**src/rtl/lc3_int_arbiter_if.sv**
```systemverilog
// Request/acknowledge bus between the interrupt arbiter and the LC-3 control FSM.
// The arbiter drives the granted vector/priority/source; the FSM supplies PSR priority and ack.
interface lc3_int_arbiter_if #(
  parameter int PRI_W = 3,
  parameter int VEC_W = 8,
  parameter int IDX_W = 2
);
  logic [PRI_W-1:0] cur_pl;
  logic             int_req;
  logic             int_ack;
  logic [VEC_W-1:0] int_vec;
  logic [PRI_W-1:0] int_pri;
  logic [IDX_W-1:0] int_src;

  modport master (
    input  cur_pl,
    input  int_ack,
    output int_req,
    output int_vec,
    output int_pri,
    output int_src
  );

  modport slave (
    output cur_pl,
    output int_ack,
    input  int_req,
    input  int_vec,
    input  int_pri,
    input  int_src
  );
endinterface

```
**src/rtl/lc3_int_arbiter.sv**
```systemverilog
// Interrupt arbiter for the LC-3 INT sequence: per-source pending/config state,
// priority selection against PSR priority, and a req/ack handshake to the control FSM.
//
// state | meaning
// IDLE  | no request outstanding; latch the winner when one is eligible
// REQ   | int_req high, granted vec/pri/src frozen until int_ack
// HOLD  | one-cycle gap after ack before arbitration resumes
module lc3_int_arbiter #(
  parameter int NUM_SRC   = 4,
  parameter int PRI_W     = 3,
  parameter int VEC_W     = 8,
  parameter int EDGE_MODE = 1,
  localparam int IDX_W    = $clog2(NUM_SRC)
) (
  input  logic               clk,
  input  logic               rst,
  input  logic [NUM_SRC-1:0] src_irq,
  input  logic               cfg_we,
  input  logic [IDX_W-1:0]   cfg_idx,
  input  logic               cfg_en,
  input  logic [PRI_W-1:0]   cfg_pri,
  input  logic [VEC_W-1:0]   cfg_vec,
  output logic [NUM_SRC-1:0] pending,
  output logic [NUM_SRC-1:0] ovf,
  lc3_int_arbiter_if.master  bus
);

  typedef enum logic [1:0] {S_IDLE, S_REQ, S_HOLD} state_t;

  state_t             state_q, state_d;
  logic [NUM_SRC-1:0] en_q, en_d;
  logic [PRI_W-1:0]   pri_q [NUM_SRC];
  logic [PRI_W-1:0]   pri_d [NUM_SRC];
  logic [VEC_W-1:0]   vec_q [NUM_SRC];
  logic [VEC_W-1:0]   vec_d [NUM_SRC];
  logic [NUM_SRC-1:0] pending_q, pending_d;
  logic [NUM_SRC-1:0] ovf_q, ovf_d;
  logic [NUM_SRC-1:0] prev_irq_q, prev_irq_d;
  logic [VEC_W-1:0]   int_vec_q, int_vec_d;
  logic [PRI_W-1:0]   int_pri_q, int_pri_d;
  logic [IDX_W-1:0]   int_src_q, int_src_d;

  logic [NUM_SRC-1:0] rise;
  logic [NUM_SRC-1:0] clr;
  logic [NUM_SRC-1:0] cfg_hit;
  logic               win_found;
  logic [IDX_W-1:0]   win_idx;
  logic [PRI_W-1:0]   win_pri;
  logic [VEC_W-1:0]   win_vec;

  // Config file and pending/overflow tracking.
  always_comb begin
    rise       = src_irq & ~prev_irq_q;
    prev_irq_d = src_irq;
    clr        = '0;
    cfg_hit    = '0;
    en_d       = en_q;
    pri_d      = pri_q;
    vec_d      = vec_q;
    for (int i = 0; i < NUM_SRC; i++) begin
      if (state_q == S_REQ && bus.int_ack && int_src_q == IDX_W'(i)) begin
        clr[i] = 1'b1;
      end
      if (cfg_we && cfg_idx == IDX_W'(i)) begin
        cfg_hit[i] = 1'b1;
        en_d[i]    = cfg_en;
        pri_d[i]   = cfg_pri;
        vec_d[i]   = cfg_vec;
      end
    end
    if (EDGE_MODE != 0) begin
      // A new edge beats a same-cycle ack clear; only an unabsorbed edge counts as lost.
      pending_d = (pending_q & ~clr) | rise;
      ovf_d     = (ovf_q | (rise & pending_q & ~clr)) & ~cfg_hit;
    end else begin
      pending_d = src_irq;
      ovf_d     = '0;
    end
  end

  // Strict '>' on the running best keeps the lowest index on a priority tie.
  always_comb begin
    win_found = 1'b0;
    win_idx   = '0;
    win_pri   = '0;
    win_vec   = '0;
    for (int i = 0; i < NUM_SRC; i++) begin
      if (pending_q[i] && en_q[i] && (pri_q[i] > bus.cur_pl) &&
          (!win_found || pri_q[i] > win_pri)) begin
        win_found = 1'b1;
        win_idx   = IDX_W'(i);
        win_pri   = pri_q[i];
        win_vec   = vec_q[i];
      end
    end
  end

  always_comb begin
    state_d   = state_q;
    int_vec_d = int_vec_q;
    int_pri_d = int_pri_q;
    int_src_d = int_src_q;
    case (state_q)
      S_IDLE: begin
        if (win_found) begin
          state_d   = S_REQ;
          int_vec_d = win_vec;
          int_pri_d = win_pri;
          int_src_d = win_idx;
        end
      end
      S_REQ: begin
        if (bus.int_ack) begin
          state_d = S_HOLD;
        end
      end
      S_HOLD:  state_d = S_IDLE;
      default: state_d = S_IDLE;
    endcase
  end

  always_ff @(posedge clk) begin
    if (rst) begin
      state_q    <= S_IDLE;
      en_q       <= '0;
      pending_q  <= '0;
      ovf_q      <= '0;
      prev_irq_q <= '0;
      int_vec_q  <= '0;
      int_pri_q  <= '0;
      int_src_q  <= '0;
      for (int i = 0; i < NUM_SRC; i++) begin
        pri_q[i] <= '0;
        vec_q[i] <= '0;
      end
    end else begin
      state_q    <= state_d;
      en_q       <= en_d;
      pending_q  <= pending_d;
      ovf_q      <= ovf_d;
      prev_irq_q <= prev_irq_d;
      int_vec_q  <= int_vec_d;
      int_pri_q  <= int_pri_d;
      int_src_q  <= int_src_d;
      pri_q      <= pri_d;
      vec_q      <= vec_d;
    end
  end

  assign bus.int_req = (state_q == S_REQ);
  assign bus.int_vec = int_vec_q;
  assign bus.int_pri = int_pri_q;
  assign bus.int_src = int_src_q;
  assign pending     = pending_q;
  assign ovf         = ovf_q;

endmodule

```
**src/flat_wrapper.sv**
```systemverilog
// flat-port wrapper written by rule: the top's interface ports become plain ports
module lc3_int_arbiter_flat 
#(
  parameter int NUM_SRC   = 4,
  parameter int PRI_W     = 3,
  parameter int VEC_W     = 8,
  parameter int EDGE_MODE = 1,
  localparam int IDX_W    = $clog2(NUM_SRC)
)
  (clk, rst, src_irq, cfg_we, cfg_idx, cfg_en, cfg_pri, cfg_vec, pending, ovf, bus_cur_pl, bus_int_ack, bus_int_req, bus_int_vec, bus_int_pri, bus_int_src);
  lc3_int_arbiter_if #(.PRI_W(PRI_W), .VEC_W(VEC_W), .IDX_W(2)) bus_i ();
  input  logic clk;
  input  logic rst;
  input  logic [NUM_SRC-1:0] src_irq;
  input  logic cfg_we;
  input  logic [IDX_W-1:0] cfg_idx;
  input  logic cfg_en;
  input  logic [PRI_W-1:0] cfg_pri;
  input  logic [VEC_W-1:0] cfg_vec;
  output logic [NUM_SRC-1:0] pending;
  output logic [NUM_SRC-1:0] ovf;
  input wire logic [$bits(bus_i.cur_pl)-1:0] bus_cur_pl;
  input wire logic [$bits(bus_i.int_ack)-1:0] bus_int_ack;
  output wire logic [$bits(bus_i.int_req)-1:0] bus_int_req;
  output wire logic [$bits(bus_i.int_vec)-1:0] bus_int_vec;
  output wire logic [$bits(bus_i.int_pri)-1:0] bus_int_pri;
  output wire logic [$bits(bus_i.int_src)-1:0] bus_int_src;
  assign bus_i.cur_pl = bus_cur_pl;
  assign bus_i.int_ack = bus_int_ack;
  assign bus_int_req = bus_i.int_req;
  assign bus_int_vec = bus_i.int_vec;
  assign bus_int_pri = bus_i.int_pri;
  assign bus_int_src = bus_i.int_src;
  lc3_int_arbiter #(.NUM_SRC(NUM_SRC), .PRI_W(PRI_W), .VEC_W(VEC_W), .EDGE_MODE(EDGE_MODE)) u_core (.clk(clk), .rst(rst), .src_irq(src_irq), .cfg_we(cfg_we), .cfg_idx(cfg_idx), .cfg_en(cfg_en), .cfg_pri(cfg_pri), .cfg_vec(cfg_vec), .pending(pending), .ovf(ovf), .bus(bus_i));
endmodule
```
**config.mk**
```make
export PLATFORM = sky130hd
export DESIGN_NAME = lc3_int_arbiter_flat
export DESIGN_NICKNAME = d
export VERILOG_FILES = /design/src/rtl/lc3_int_arbiter_if.sv /design/src/rtl/lc3_int_arbiter.sv /design/src/flat_wrapper.sv
export SDC_FILE = /design/constraint.sdc
export NUM_CORES = 1
export LEC_CHECK = 0
export ABC_AREA = 1
export CAP_MARGIN = 20
export CORE_MARGIN = 4
export CORE_UTILIZATION = 40
export DETAILED_ROUTE_END_ITERATION = 8
export GPL_TIMING_DRIVEN = 0
export PLACE_DENSITY_LB_ADDON = 0.25
export SLEW_MARGIN = 20
export SYNTH_ARGS = -nofsm -noshare
export SYNTH_HDL_FRONTEND = slang
export SYNTH_SLANG_ARGS = --single-unit
```
**constraint.sdc**
```tcl
create_clock -name clk -period 7.5 [get_ports clk]
set_input_delay 1.125 -clock clk [delete_from_list [all_inputs] [get_ports clk]]
set_output_delay 1.125 -clock clk [all_outputs]
set_load 0.01 [all_outputs]
```
Word-level counts from Yosys, hierarchy flattened
Cells that the tools add are included.

storage, ports and cells
  register bits after elaboration = 75
  bits of input ports = 25
  output and inout port bits = 22
  logic and storage cells = 102

operators by class
  $lt $le $gt $ge = 7
  equal/unequal tests = 9
  mux-type cells = 26
  bitwise gates (word level) = 10
  reductions and logical operators = 31

operator list
  operator                                                                  count
  8-bit 2-to-1 mux                                                          4
  3-bit > comparator                                                        7
  4-bit AND                                                                 5
  1-bit logical AND                                                         20
  1-bit 2-to-1 mux                                                          13
  3-bit 2-to-1 mux                                                          4
  4-bit inverter                                                            3
  2-bit == test (second input constant)                                     4
  2-bit 2-to-1 mux                                                          4
  4-bit bitwise OR                                                          2
  2-bit by 1-bit == test with 1-bit output (second input constant)          3
  2-bit zero test                                                           3
  2-bit one-hot mux with 2 select lines                                     1
  2-bit AND reduction                                                       2
  1-bit zero test                                                           3
  1-bit logical OR                                                          3
  2-bit by 1-bit inequality test with 1-bit output (second input constant)  1
  2-bit inequality test (second input constant)                             1

Logic depth before layout (Yosys ltp)
Gate-level depths: netlist of the first run.

  word-level depth = 17
  mapped depth = 38
  mapped depth without buffers = 35

Least setup slack after synthesis of the first run
Ideal clock, no wire load.

  kind = input -> register
  from = in bus_cur_pl[2]
  to = reg u_core.int_pri_q[1] (netlist: u_core.bus.int_pri[1])
  setup time = 0.066 ns
  data arrival time = 5.025 ns
  data required time = 7.434 ns
  setup slack = 2.409 ns
  stages on the path = 36
  path buffers = 4
  cell sequence = inv_1 ha_1 nand3_1 nand2_1 inv_2 nand2_4 buf_6 nor2_1 inv_1 ha_1 nand3b_1 nand2_1 nand2_1 nand2_1 buf_2 nand3_1 nand2_1 inv_1 ha_1 nand2_1 o21ai_0 nand2_1 nand2_1 nand2_1 buf_6 nand3_1 nand2_1 ha_1 a21oi_1 o21ai_0 nand2_1 nand2_2 nand2_2 buf_4 nand3_1 a21oi_2

between the ends
  cells in the longest elaborated chain, start to end = 16
  elaborated cells on any way between the ends = 29
  those cells by class = order compare (7); mux (8); reduce/logical (14)

RTL lines
  item                                                          RTL line                text
  from (decl)                                                   flat_wrapper.sv:22      input wire logic [$bits(bus_i.cur_pl)-1:0] bus_cur_pl;
  3-bit > comparator                                            lc3_int_arbiter.sv:88   if (pending_q[i] && en_q[i] && (pri_q[i] > bus.cur_pl) &&
  1-bit logical AND                                             lc3_int_arbiter.sv:88
  3-bit 2-to-1 mux / 1-bit 2-to-1 mux (equally long branches)   lc3_int_arbiter.sv:88
  3-bit > comparator / 1-bit zero test (equally long branches)  lc3_int_arbiter.sv:89   (!win_found || pri_q[i] > win_pri)) begin
  1-bit logical OR                                              lc3_int_arbiter.sv:89
  1-bit logical AND                                             lc3_int_arbiter.sv:88
  3-bit 2-to-1 mux / 1-bit 2-to-1 mux (equally long branches)   lc3_int_arbiter.sv:88
  3-bit > comparator / 1-bit zero test (equally long branches)  lc3_int_arbiter.sv:89
  1-bit logical OR                                              lc3_int_arbiter.sv:89
  1-bit logical AND                                             lc3_int_arbiter.sv:88
  3-bit 2-to-1 mux / 1-bit 2-to-1 mux (equally long branches)   lc3_int_arbiter.sv:88
  3-bit > comparator / 1-bit zero test (equally long branches)  lc3_int_arbiter.sv:89
  1-bit logical OR                                              lc3_int_arbiter.sv:89
  1-bit logical AND                                             lc3_int_arbiter.sv:88
  1-bit 2-to-1 mux                                              lc3_int_arbiter.sv:88
  2-bit AND reduction (no source line)                          --
  to (signal assigned)                                          lc3_int_arbiter.sv:143  int_pri_q <= int_pri_d;
  to (decl)                                                     lc3_int_arbiter.sv:40   logic [PRI_W-1:0] int_pri_q, int_pri_d;

Parallel ways exist; a longest one is shown, timed or not.
A chain may end at the register's enable or synchronous reset.

Final worst setup path of the first run
  from = in bus_cur_pl[2]
  to = reg u_core.int_vec_q[0] (netlist: u_core.bus.int_vec[0])

between the ends
  cells in the longest elaborated chain, start to end = 16
  elaborated cells on any way between the ends = 32
  those cells by class = order compare (7); mux (11); reduce/logical (14)

RTL lines
  item                                                          RTL line                text
  3-bit > comparator                                            lc3_int_arbiter.sv:88
  1-bit logical AND                                             lc3_int_arbiter.sv:88
  3-bit 2-to-1 mux / 1-bit 2-to-1 mux (equally long branches)   lc3_int_arbiter.sv:88
  3-bit > comparator / 1-bit zero test (equally long branches)  lc3_int_arbiter.sv:89
  1-bit logical OR                                              lc3_int_arbiter.sv:89
  1-bit logical AND                                             lc3_int_arbiter.sv:88
  3-bit 2-to-1 mux / 1-bit 2-to-1 mux (equally long branches)   lc3_int_arbiter.sv:88
  3-bit > comparator / 1-bit zero test (equally long branches)  lc3_int_arbiter.sv:89
  1-bit logical OR                                              lc3_int_arbiter.sv:89
  1-bit logical AND                                             lc3_int_arbiter.sv:88
  3-bit 2-to-1 mux / 1-bit 2-to-1 mux (equally long branches)   lc3_int_arbiter.sv:88
  3-bit > comparator / 1-bit zero test (equally long branches)  lc3_int_arbiter.sv:89
  1-bit logical OR                                              lc3_int_arbiter.sv:89
  1-bit logical AND                                             lc3_int_arbiter.sv:88
  1-bit 2-to-1 mux                                              lc3_int_arbiter.sv:88
  2-bit AND reduction (no source line)                          --
  to (signal assigned)                                          lc3_int_arbiter.sv:142  int_vec_q <= int_vec_d;
  to (decl)                                                     lc3_int_arbiter.sv:39   logic [VEC_W-1:0] int_vec_q, int_vec_d;

Parallel ways exist; a longest one is shown, timed or not.

==> results.md, run 1 <==
* Status: complete, no violations
* Max Cap Viol at 0
* Post-CTS Setup Bufs at 0
* Dpl hpwl at 7.98 mm
* Port Buf Inserts at 46
* Synth Register Bits at 75
* Total gr overflow at 0
* Row count at 35
* Unrepaired setup endpoints after global routing: false
* Vias at 3568
* Initial DRC count at 248
* Sink Count at 75
* Main synth FF type: dfxtp_1
* Power Internal at 0.000687 W
* Clock Power Share at 41.8%
* Starting Density at 41.3%
* Reg2Reg Depth at 36
* CTS root buf: clkbuf_8
* Most used cell, CP: nand2_1
* Ports at 47
* DRC at 0
* Post-Route WL at 10.1 mm
* All-layer global routing usage at 18.6%
* Max clock buf depth at 2
* CP Launch Point: bus_cur_pl[2]
* Worst Setup EP: u_core.bus.int_vec[0]
* Final Hold Viols at 0
* Fin Setup TNS at 0 ps
* FF-to-FF End: u_core.bus.int_vec[0]
* Worst r2r src: u_core.pri_q[11]
* YS warnings at 0
* F_max at 169 MHz
* Clk slew on worst S/H paths at 90 ps
* CP required at 7790 ps
* Worst vdd ir at 0.105 mV
* Post-route ant nets at 0
* Synth area leader: dfxtp_1
* Syn_nets at 583
* Initial antenna violation count at 0
* Slew Limit Fails at 0
* Commonest cells in the netlist: 82 x nor2_1, 75 x dfxtp_1, 73 x inv_1, 66 x nand2_1, 57 x nand3_1
* Power share of the sequential group at 46.5%
* Total power at 0.000920 W
* Chip Width at 106 µm
* Top cells by area, synth: dfxtp_1 39%, nor2_1 8.0%, nand3_1 7.4%
* Antenna Cells at 0
* Nets at 640
* Worst Setup Start Kind: input port
* Vias in the first global route at 3443
* Period utilisation layout at 78.9%
* Pre-antenna DRT Iters at 5
* Largest net degree at the start of global routing at 15
* Resized cells post-CTS at 0
* P&R area growth vs syn at 22.6%
* CTS tree: built
* Area share of the largest cell type after synthesis at 39.1%
* Core footprint at 9280 µm²
* Clock latency on the worst-skew pair at 350 ps
* Post-synthesis cell type count at 26
* P_leak at 2.06 nW
* First-pass GRT wire length at 16.6 mm
* Worst EP arrival at 6210 ps
* Post-synth EDFFs at 0
* FF-to-FF setup slack at 2640 ps
* Final setup fails at 0
* Power Density at 196 nW/µm²
* Final worst slack at 1580 ps
* Most numerous cell in the Yosys netlist: nor2_1
* Switching share of power at 25.4%
* Comb pwr share at 11.7%
* Worst setup EP type: flip-flop
* Vias per inst at 4.90
* Crit Path Max Fanout at 10
* Hold WC Path Type: flip-flop to flip-flop
* CTS buffer count at 9
* Slowest stage delay, CP at 450 ps
* DP Worst Slack at 1280 ps
* Slowest CP cell: clkdlybuf4s50_1
* Mapped cell area at 3840 µm²
* Syn_area_per_cell at 7.15 µm²
* Chip height at 106 µm
* Crit path time final at 5920 ps
* Skew final at 8.97 ps
* WL/cell at 13.9 µm
* Die ar. at 11200 µm²
* Async SR Flop Fraction at 0%
* Headroom to the max-slew limit at 64.5%
* H-tree depth at 3
* Critical path type: input port to flip-flop
* Slew @ Worst Pin at 532 ps
* Hold_buf cts at 0
* Routability cong. at 0.880
* Layout cell share with drive strength beyond 1 at 9.18%
* Sw Pwr at 0.000233 W
* Syn Inst Count at 537
* Seq/Total Area, Yosys at 39.1%
[power groups by stage]
stage          sequential, W  clock, W  combinational [W]
2_1_floorplan       0.000437         0          0.0000602
3_3_place_gp        0.000437         0           0.000103
3_5_place_dp        0.000437         0           0.000107
4_1_cts             0.000428  0.000391           0.000107
5_1_grt             0.000430  0.000409           0.000121
6_report            0.000428  0.000385           0.000107
[stage by stage]
step	hold slack, ps	area, µm²	util [%]	std cells
after floorplan	430	3840	-	537
after global placement	438	4460	48.0	712
after detailed placement	446	4460	48.0	712
after CTS	460	4700	50.7	728
after global routing	475	4700	50.7	728
final	457	4700	50.7	728
[cells by family after synthesis]
kind of cell | synth area share, %
AOI/OAI and AO/OA | 17.2
adders and majority gates | 6.85
buffers and inverters | 11.2
DFF | 39.1
and+or+nand+nor | 25.6
[registers in the layout, summed over array words and instances (netlist names)]
name and cells:
u_core.prev_irq_q 4, u_core.en_q 4, u_core.ovf 4, u_core.bus.int_src 2, u_core.bus.int_vec 8, u_core.vec_q 32
u_core.pri_q 12, u_core.state_q 2, u_core.bus.int_pri 3, u_core.pending 4
[worst min path at each step]
stage                           from                to  slack (ps)  cells after the start
finish              u_core.vec_q[13]  u_core.vec_q[13]         460                      2
global route        u_core.vec_q[24]  u_core.vec_q[24]         480                      2
CTS                 u_core.vec_q[12]  u_core.vec_q[12]         460                      2
detailed placement  u_core.vec_q[12]  u_core.vec_q[12]         450                      2
global placement     u_core.vec_q[9]   u_core.vec_q[9]         440                      2
floorplan            u_core.vec_q[8]   u_core.vec_q[8]         430                      2
[worst max-delay path, delay by kind of cell]
| family | cells | cell delay (ps) |
|---|---|---|
| adders and majority gates | 4 | 1260 |
| and+or+nand+nor | 21 | 1880 |
| buffers and inverters | 9 | 1400 |
| AOI/OAI and AO/OA | 4 | 540 |
[cell usage in the layout, fill, tap and decap left out, types with 12 or more instances in the layout]
cell              n
nand3_1          57
a21oi_1          34
clkdlybuf4s50_1  46
a21oi_2          12
dfxtp_1          75
ha_1             21
nor2_1           82
clkbuf_1         15
o21ai_0          50
nand2_1          66
inv_1            73
[final cells by class]
cell class / instances / area, µm²
Buffer: 26 / 153
Sequential cell: 75 / 1500
Timing Repair Buffer: 46 / 460
Fill cell: 965 / 4580
Clock buffer: 9 / 124
Clock inverter: 7 / 121
Multi-Input combinational cell: 362 / 1910
Tap cell: 129 / 161
Inverter: 74 / 278
[metal layers]
| layer | vias to the layer above | GRT usage, % | wire, µm | share of wire, % |
|---|---|---|---|---|
| li1 | 1861 | - | - | - |
| met5 | - | 0 | 0 | 0 |
| met2 | 75 | 31.1 | 4780 | 47 |
| met3 | 12 | 3.46 | 381 | 3.8 |
| met4 | 0 | 4.90 | 145 | 1.4 |
| met1 | 1620 | 24.7 | 4820 | 48 |
No activity file was read; power rests on OpenSTA's default activity.
==> run 2, diff against run 1 <==
==> constraint.sdc (replaced) <==
create_clock -name clk -period 5.85 [get_ports clk]
set_input_delay 0.8775 -clock clk [delete_from_list [all_inputs] [get_ports clk]]
set_output_delay 0.8775 -clock clk [all_outputs]
set_load 0.01 [all_outputs]
==> run 2 against run 1 <==
Sequential share of layout area fell by 0.32 points. Die area did not move. Setup slack got worse by 1100 ps. Clock power rose by 28%. Clock skew barely moved. Highest routed layer unchanged. Sequential power rose by 28%. Largest power group unchanged. Via count fell by 0.17%. Sequential cell count did not move. Combinational power rose by 32%.
==> results.md, run 2 (synthesis gave the netlist of run 1 again) <==
* Power Density at 249 nW/µm²
* Most frequent cells in the layout: 82 x nor2_1, 75 x dfxtp_1, 71 x inv_1
* Sink Count at 75
* Unrepaired setup endpoints after global routing: false
* CTS root buf: clkbuf_8
* Chip Width at 106 µm
* Vias in the first global route at 3443
* Final setup fails at 0
* FILL cells at 959
* Total gr overflow at 0
* Starting Density at 41.3%
* Chip height at 106 µm
* Post-route ant nets at 0
* F_max at 186 MHz
* Slew @ Worst Pin at 536 ps
* P_leak at 2.07 nW
* Port Buf Inserts at 46
* Critical path type: input port to flip-flop
* Max Cap Viol at 0
* Slowest CP cell: clkdlybuf4s50_1
* Clk slew on worst S/H paths at 90 ps
* Layout cell share with drive strength beyond 1 at 10.2%
* Slew Limit Fails at 0
* Largest net degree at the start of global routing at 15
* Row count at 35
* CTS tree: built
* All-layer global routing usage at 18.6%
* Antenna Cells at 0
* Period utilisation layout at 92.0%
* Worst vdd ir at 0.137 mV
* WL/cell at 13.9 µm
* Slowest stage delay, CP at 470 ps
* Hold WC Path Type: flip-flop to flip-flop
* Ports at 47
* Worst setup EP type: flip-flop
* Final Hold Viols at 0
* Final core utilization at 51.2%
* Commonest non-fill, non-tap cell in the layout: nor2_1
* Die ar. at 11200 µm²
* Nets at 641
* Final Cell Area at 4750 µm²
* Post-Route WL at 10.2 mm
* Clock latency on the worst-skew pair at 350 ps
* DRC at 0
* Worst EP arrival at 5680 ps
* Grt met3 use at 3.46%
* Core footprint at 9280 µm²
* P&R area growth vs syn at 23.8%
* Status: complete, no violations
* Vias per inst at 4.89
* M2 GR Usage at 31.1%
* Initial DRC count at 279
* CTS buffer count at 9
* Max clock buf depth at 2
* Crit path buffers/inverters at 9
* Hold_buf cts at 0
* Top Family by Delay on Critical Path: simple AND/OR/NAND/NOR gates
* Grt peak-use layer: met2
* Biggest register: u_core.vec_q
* Area post-placement at 4460 µm²
* Initial antenna violation count at 0
* Worst Setup Start Kind: input port
* Max reg flops at 32
* Routing usage on met1 at 24.7%
* Dpl hpwl at 7.98 mm
* First-pass GRT wire length at 16.6 mm
* Pre-antenna DRT Iters at 6
* Routability cong. at 0.880
* CP required at 6140 ps
* Skew final at 8.96 ps
* Headroom to the max-slew limit at 64.3%
* Vias at 3562
* H-tree depth at 3
* Crit path time final at 5380 ps
* Most used cell, CP: nand2_1
* Total power at 0.00118 W
* Crit Path Max Fanout at 10
## run 2: cell count changes in the layout (fill, tap and decap cells not counted)
| cell | change |
|---|---|
| buf_2 | -1 |
| buf_6 | +2 |
| clkdlybuf4s50_1 | -1 |
| dlymetal6s2s_1 | +1 |
| ha_1 | -2 |
| ha_4 | +2 |
| inv_1 | -2 |
| inv_2 | +2 |
| nand2_1 | -1 |
| nand2_2 | +1 |
## run 2: routing by layer
| layer | vias to the layer above | routed length [µm] |
|---|---|---|
| li1 | 1861 | - |
| met1 | 1624 | 4850 |
| met2 | 64 | 4800 |
| met3 | 13 | 359 |
| met4 | 0 | 145 |
| met5 | - | 0 |
## run 2: power by group
group	leakage [nW]	internal [W]	total, W	switching [W]
sequential	0.613	0.000535	0.000549	0.0000140
combinational	1.34	0.0000615	0.000141	0.0000795
clock	0.124	0.000286	0.000493	0.000206
total	2.07	0.000883	0.00118	0.000300
## run 2: final timing paths
kind / depth (start not counted) / slack [ps] / end / startpoint
worst min-delay path: 2 / 460 / u_core.vec_q[13] / u_core.vec_q[13]
worst max-delay path: 38 / 470 / u_core.bus.int_vec[0] / bus_cur_pl[2]
worst max register to register: 36 / 1190 / u_core.bus.int_vec[0] / u_core.pri_q[9]
worst min register to register: 2 / 460 / u_core.vec_q[13] / u_core.vec_q[13]
## run 2: what timing repair did
| action | in CTS | in global routing |
|---|---|---|
| setup endpoints to repair | 0 | 13 |
| resized for setup | 0 | 10 |
| buffers inserted | 0 | 1 |
## run 2: cell type report
class | count | area [µm²] | share of cell area (%)
well taps | 129 | 161 | 3.40
repair buffers | 47 | 470 | 9.90
plain buffers | 26 | 163 | 3.42
flip-flops and latches | 75 | 1500 | 31.6
inverters | 74 | 278 | 5.85
multi-input cells | 362 | 1930 | 40.7
clock buffers | 9 | 124 | 2.61
clock inverters | 7 | 121 | 2.55
## run 2: worst reg2reg max path: cells and delay by family (launching register included)
family          cells  cell delay (ps)
compound gates      5              640
fa+ha+maj           4             1100
buf+inv             8              820
flops               1              320
simple gates       19             1730
## run 2: stage by stage
step	instances	TNS, ps	worst slack, ps	hold slack [ps]
5_1_grt	729	0	38.7	475
4_1_cts	728	0	236	460
2_1_floorplan	537	0	1010	430
3_5_place_dp	712	-907	-122	446
6_report	729	0	467	456
3_3_place_gp	712	0	20.0	438
